`src/rtl/cf_math_pkg.sv`:
```
// -----------------------------------------------------------------------------
// cf_math_pkg
// Purpose : shared arithmetic helpers for parameter derivation.
// Contents: idx_width(n) - number of bits needed to address n items
//           (minimum 1, so a single-item index still gets one bit).
// -----------------------------------------------------------------------------
package cf_math_pkg;

  function automatic int unsigned idx_width(input int unsigned num_idx);
    if (num_idx > 32'd1) begin
      return unsigned'($clog2(num_idx));
    end else begin
      return 32'd1;
    end
  endfunction

endpackage

```
`src/rtl/mask_assembler_pkg.sv`:
```
// -----------------------------------------------------------------------------
// mask_assembler_pkg
// Purpose : shared types for the mask assembler.
// Contents: state_e - FILL (collecting indices) / DRAIN (mask offered on output)
// -----------------------------------------------------------------------------
package mask_assembler_pkg;

  typedef enum logic {
    FILL  = 1'b0,
    DRAIN = 1'b1
  } state_e;

endpackage

```
`src/rtl/mask_assembler_bin2onehot_dec.sv`:
```
// -----------------------------------------------------------------------------
// bin2onehot_dec
// Purpose : binary index to one-hot decoder. Indices >= WIDTH decode to all
//           zeros, which the caller uses as the out-of-range indication.
// Ports   : idx_i    [IDX_WIDTH] binary index
//           onehot_o [WIDTH]     one-hot vector (all-zero when idx_i >= WIDTH)
// -----------------------------------------------------------------------------
module bin2onehot_dec #(
  parameter int unsigned WIDTH     = 8,
  parameter int unsigned IDX_WIDTH = cf_math_pkg::idx_width(WIDTH)
) (
  input  logic [IDX_WIDTH-1:0] idx_i,
  output logic [WIDTH-1:0]     onehot_o
);

  // Compare against every legal position; unmatched indices leave all bits low.
  always_comb begin
    onehot_o = '0;
    for (int i = 0; i < int'(WIDTH); i++) begin
      if (idx_i == IDX_WIDTH'(i)) begin
        onehot_o[i] = 1'b1;
      end else begin
        onehot_o[i] = 1'b0;
      end
    end
  end

endmodule

```
`src/rtl/mask_assembler.sv`:
```
// -----------------------------------------------------------------------------
// mask_assembler
// Purpose : collects bit indices over a ready/valid stream into a WIDTH-bit
//           mask and emits it (with its popcount) when the mask is full or on
//           flush. Out-of-range indices are consumed and flagged on err_o.
// Build option: MASK_ASSEMBLER_DUP_CHECK_EN - when defined, an index whose bit
//           is already set is also flagged on err_o (it never changes the mask
//           or count in either build).
// Ports   : clk_i, rst_ni           clock, async active-low reset
//           flush_i                 emit the partial mask (ignored if empty)
//           idx_i, idx_valid_i,
//           idx_ready_o             index input handshake
//           mask_o, cnt_o,
//           mask_valid_o,
//           mask_ready_i            mask output handshake
//           err_o                   one-cycle pulse on a rejected index
// -----------------------------------------------------------------------------
module mask_assembler
  import mask_assembler_pkg::*;
#(
  parameter int unsigned WIDTH     = 8,
  parameter int unsigned IDX_WIDTH = cf_math_pkg::idx_width(WIDTH),
  parameter int unsigned CNT_WIDTH = cf_math_pkg::idx_width(WIDTH + 1)
) (
  input  logic                 clk_i,
  input  logic                 rst_ni,
  input  logic                 flush_i,
  input  logic [IDX_WIDTH-1:0] idx_i,
  input  logic                 idx_valid_i,
  output logic                 idx_ready_o,
  output logic [WIDTH-1:0]     mask_o,
  output logic [CNT_WIDTH-1:0] cnt_o,
  output logic                 mask_valid_o,
  input  logic                 mask_ready_i,
  output logic                 err_o
);

  state_e               state_q;
  logic [WIDTH-1:0]     mask_q;
  logic [WIDTH-1:0]     mask_d;
  logic [CNT_WIDTH-1:0] cnt_q;
  logic [CNT_WIDTH-1:0] cnt_d;
  logic                 err_q;
  logic                 err_d;
  logic                 idx_ready_q;
  logic                 mask_valid_q;

  logic [WIDTH-1:0]     onehot_s;
  logic                 accept_s;
  logic                 oor_s;
  logic                 new_bit_s;
  logic                 go_drain_s;

  bin2onehot_dec #(
    .WIDTH     (WIDTH),
    .IDX_WIDTH (IDX_WIDTH)
  ) u_dec (
    .idx_i    (idx_i),
    .onehot_o (onehot_s)
  );

  // Index classification and the FILL-state datapath update.
  always_comb begin
    accept_s  = idx_valid_i & idx_ready_q;
    // The decoder returns zero for idx_i >= WIDTH.
    oor_s     = accept_s & ~(|onehot_s);
    // Only a bit not yet set advances the count, so cnt stays equal to popcount.
    new_bit_s = accept_s & (|(onehot_s & ~mask_q));
    if (new_bit_s) begin
      mask_d = mask_q | onehot_s;
      cnt_d  = cnt_q + CNT_WIDTH'(1);
    end else begin
      mask_d = mask_q;
      cnt_d  = cnt_q;
    end
`ifdef MASK_ASSEMBLER_DUP_CHECK_EN
    err_d = oor_s | (accept_s & (|(onehot_s & mask_q)));
`else
    err_d = oor_s;
`endif
    // Full mask always drains; flush only drains a non-empty result.
    go_drain_s = (&mask_d) | (flush_i & (|mask_d));
  end

  // FSM with registered handshake flags, mask, count and error pulse.
  always_ff @(posedge clk_i or negedge rst_ni) begin
    if (!rst_ni) begin
      state_q      <= FILL;
      mask_q       <= '0;
      cnt_q        <= '0;
      err_q        <= 1'b0;
      idx_ready_q  <= 1'b1;
      mask_valid_q <= 1'b0;
    end else begin
      err_q <= err_d;
      case (state_q)
        FILL: begin
          mask_q <= mask_d;
          cnt_q  <= cnt_d;
          if (go_drain_s) begin
            state_q      <= DRAIN;
            idx_ready_q  <= 1'b0;
            mask_valid_q <= 1'b1;
          end else begin
            state_q      <= FILL;
            idx_ready_q  <= 1'b1;
            mask_valid_q <= 1'b0;
          end
        end
        DRAIN: begin
          if (mask_ready_i) begin
            state_q      <= FILL;
            mask_q       <= '0;
            cnt_q        <= '0;
            idx_ready_q  <= 1'b1;
            mask_valid_q <= 1'b0;
          end else begin
            state_q      <= DRAIN;
            idx_ready_q  <= 1'b0;
            mask_valid_q <= 1'b1;
          end
        end
        default: begin
          state_q      <= FILL;
          mask_q       <= '0;
          cnt_q        <= '0;
          idx_ready_q  <= 1'b1;
          mask_valid_q <= 1'b0;
        end
      endcase
    end
  end

  assign idx_ready_o  = idx_ready_q;
  assign mask_valid_o = mask_valid_q;
  assign mask_o       = mask_q;
  assign cnt_o        = cnt_q;
  assign err_o        = err_q;

endmodule

```
`config.mk`:
```
export PLATFORM = sky130hd
export DESIGN_NAME = mask_assembler
export DESIGN_NICKNAME = d
export VERILOG_FILES = /design/src/rtl/cf_math_pkg.sv /design/src/rtl/mask_assembler_pkg.sv /design/src/rtl/mask_assembler_bin2onehot_dec.sv /design/src/rtl/mask_assembler.sv
export SDC_FILE = /design/constraint.sdc
export NUM_CORES = 1
export LEC_CHECK = 0
export ABC_AREA = 1
export CAP_MARGIN = 20
export CORE_UTILIZATION = 47
export DETAILED_ROUTE_END_ITERATION = 12
export PLACE_DENSITY = 0.87
export SYNTH_ARGS = -nofsm -noshare
export SYNTH_HDL_FRONTEND = slang
export SYNTH_HIERARCHICAL = 1
export SYNTH_SLANG_ARGS = --single-unit
```
`constraint.sdc`:
```
create_clock -name clk_i -period 1.92 [get_ports clk_i]
set_input_delay 0.192 -clock clk_i [delete_from_list [all_inputs] [get_ports clk_i]]
set_output_delay 0.192 -clock clk_i [all_outputs]
set_load 0.02 [all_outputs]
```
==> results_dict.tcl <==
set metrics [dict create \
    cts_root_buf "clkbuf_4" \
    critPathKind "flip-flop to output pin" \
    r2r.worst_path.cells 14 \
    initial_core_util_pct 50.1 \
    path_cells "clkdlybuf4s50_1" \
    hp-class "input pin to async pin" \
    drc 0 \
    power_density_nw_per_um2 1250 \
    clockBufferDepth 2 \
    arrival_ps 1580 \
    slowest_delay_ps 690 \
    grt_use_total_pct 24.3 \
    ys_ff_latch 15 \
    crit_slowest_cell "clkdlybuf4s50_1" \
    cp.required_ps 1730 \
    worst_pin_slew_ps 697 \
    cp-start-kind "flip-flop" \
    cp-end-kind "output pin" \
    crit_cells 1 \
    fillers 155 \
    cts_tree "done" \
    yosys_warnings 6 \
    grt_pass1_vias 952 \
    nNetsFinal 201 \
    initialDrtViolationCount 48 \
    routedWlPerCell_um 12.2 \
    drt.antenna.violating_nets 0 \
    synthFlopType "dfrtp_1" \
    wl_met1_um 1160 \
    die_w_um 48.0 \
    die_h_um 48.0 \
    clock_power_share_pct 10.1 \
    synthToLayoutAreaGrowth_pct 43.3 \
    via_count 1140 \
    numCtsBuffers 3 \
    yosys.area.top_type_share_pct 35.3 \
    yosys.area.top_type "dfrtp_1" \
    ys_seq_area_share_pct 37.9 \
    synthCells 150 \
    drive_gt1_share_pct 19.9 \
    core_um2 1980 \
    switching_share_pct 45.3 \
    dieArea_um2 2300 \
    dp_hpwl_um 1930 \
    dr_wl_met2_um 1280 \
    drv_cap 0 \
    fin_ws_ps 146 \
    gr-total-overflow 0 \
    top_layer "met4" \
    dr.pass1.iters 4 \
    n_antenna_cell 0 \
    dp_slack_ps -206 \
    routed_wl_um 2650 \
    async_flop_share_pct 100 \
    dr_wl_met3_um 159 \
    clkSinkCount 15 \
    worst_skew_pair.late_latency_ps 280 \
    fmax_mhz 564 \
    finalPower_mw 1.77 \
    internal_power_mw 0.971 \
    place.gp.congestion 0.835 \
    p_seq_share_pct 29.8 \
    path_clk_slew_ps 90 \
    std_cell_rows 16 \
    finalMaxSlewViolations 0 \
    fin_hold_ws_ps 321 \
    final_cell_mix "53 x nand2_1, 20 x clkdlybuf4s50_1, 17 x nor2_1, 17 x buf_4, 15 x nand3_1" \
    port_buffers 22 \
    path_buf_inv 1 \
    path_max_fanout 12 \
    grt_pass1_wl_um 3890 \
    power_switching_mw 0.803 \
    synthTopCellsByArea "dfrtp_1 35%, nand2_1 20%, nand3_1 7.6%" \
    synth_edf_count 0 \
    grt_start_max_net_pins 16 \
    fin_crit_sh_pct 92.4 \
    synthesis.area_um2 993 \
    antenna_found_initial 0 \
    slew_headroom_pct 53.4 \
    rrSetupSlack_ps 330 \
    combinationalPowerShare_pct 60.1 \
    status "finished, final reports clean" \
    synthesis.nets 159 \
    hold_buffers 0 \
    syn_area_per_cell_um2 6.62 \
    fin_worst_skew_ps 6.79 \
    fin_util_pct 71.8 \
    final_common_cell "nand2_1" \
    avgViaCountPerCell 5.23 \
    r2r_end "idx_ready_o$_DFF_PN1_" \
    vdd_drop_max_uv 781 \
    hold_violations 0 \
    crit_family "buffers and inverters" \
    r2r-start "mask_o[3]$_DFFE_PN0P_" \
    p_leak_nw 0.749 \
    io_pins 23 \
    h-tree-depth 1 \
    yosysUniqueCellTypes 22 \
    setup_viol 0 \
    final.min_clock_period_ps 1770 \
]
power groups by stage:
stage               logic [mW]  registers (mW)  clock network, mW
floorplan                0.507           0.608                  0
global placement         0.988           0.528                  0
detailed placement        1.00           0.532                  0
CTS                       1.01           0.526              0.184
global route              1.16           0.545              0.199
finish                    1.07           0.528              0.180
flip-flops by register name, summed over array words and instances (netlist names):
signal and cells:
mask_o 8, err_o 1, cnt_o 4, idx_ready_o 1
mask_valid_o 1
Yosys cell counts (2+ instances only):
library cell,n
a21oi_2,2
buf_6,2
dfrtp_1,14
inv_1,14
inv_2,5
nand2_1,53
nand2_2,3
nand3_1,15
nor2_1,18
nor2_2,2
nor3_1,2
o21ai_0,3
o22ai_1,8
per-stage QoR:
| stage | setup TNS (ps) | std cells | area, µm² |
|---|---|---|---|
| final | 0 | 218 | 1420 |
| after detailed placement | -1230 | 212 | 1360 |
| after floorplan | 0 | 150 | 993 |
| after global routing | -5.52 | 218 | 1420 |
| after CTS | 0 | 216 | 1380 |
| after global placement | -412 | 212 | 1360 |
final cells by class:
type | count | area, µm² | area share [%]
Tap cell | 27 | 33.8 | 2.37
Clock buffer | 4 | 26.3 | 1.85
Timing Repair Buffer | 40 | 373 | 26.2
Inverter | 19 | 71.3 | 5.01
Sequential cell | 15 | 377 | 26.4
Multi-Input combinational cell | 113 | 543 | 38.1
kinds of logic after synthesis:
kind of cell    synth area share, %
simple gates                   40.8
compound gates                 8.82
xor+xnor                      0.882
fa+ha+maj                      1.26
buf+inv                        10.3
flops                          37.9
worst max-delay path by stage:
stage / startpoint / end / slack [ps]
after floorplan: mask_o[0]$_DFFE_PN0P_ / mask_valid_o$_DFF_PN0_ / 400
after global placement: idx_i[0] / mask_valid_o$_DFF_PN0_ / -150
after detailed placement: idx_i[1] / idx_ready_o$_DFF_PN1_ / -210
after CTS: idx_i[1] / idx_ready_o$_DFF_PN1_ / 80
after global routing: idx_i[0] / idx_ready_o$_DFF_PN1_ / -6
final: mask_valid_o$_DFF_PN0_ / mask_valid_o / 150
per-layer routing:
layer | global-route usage [%] | vias up
li1 | - | 560
met1 | 32.9 | 519
met2 | 37.8 | 54
met3 | 2.64 | 7
met4 | 13.3 | 0
met5 | 0 | -
timing repair:
action | 4_1_cts | 5_1_grt
buffers inserted | 0 | 1
setup endpoints to repair | 0 | 5
gates resized for setup | 0 | 7
Note: power is estimated with default switching activity, not from simulation.
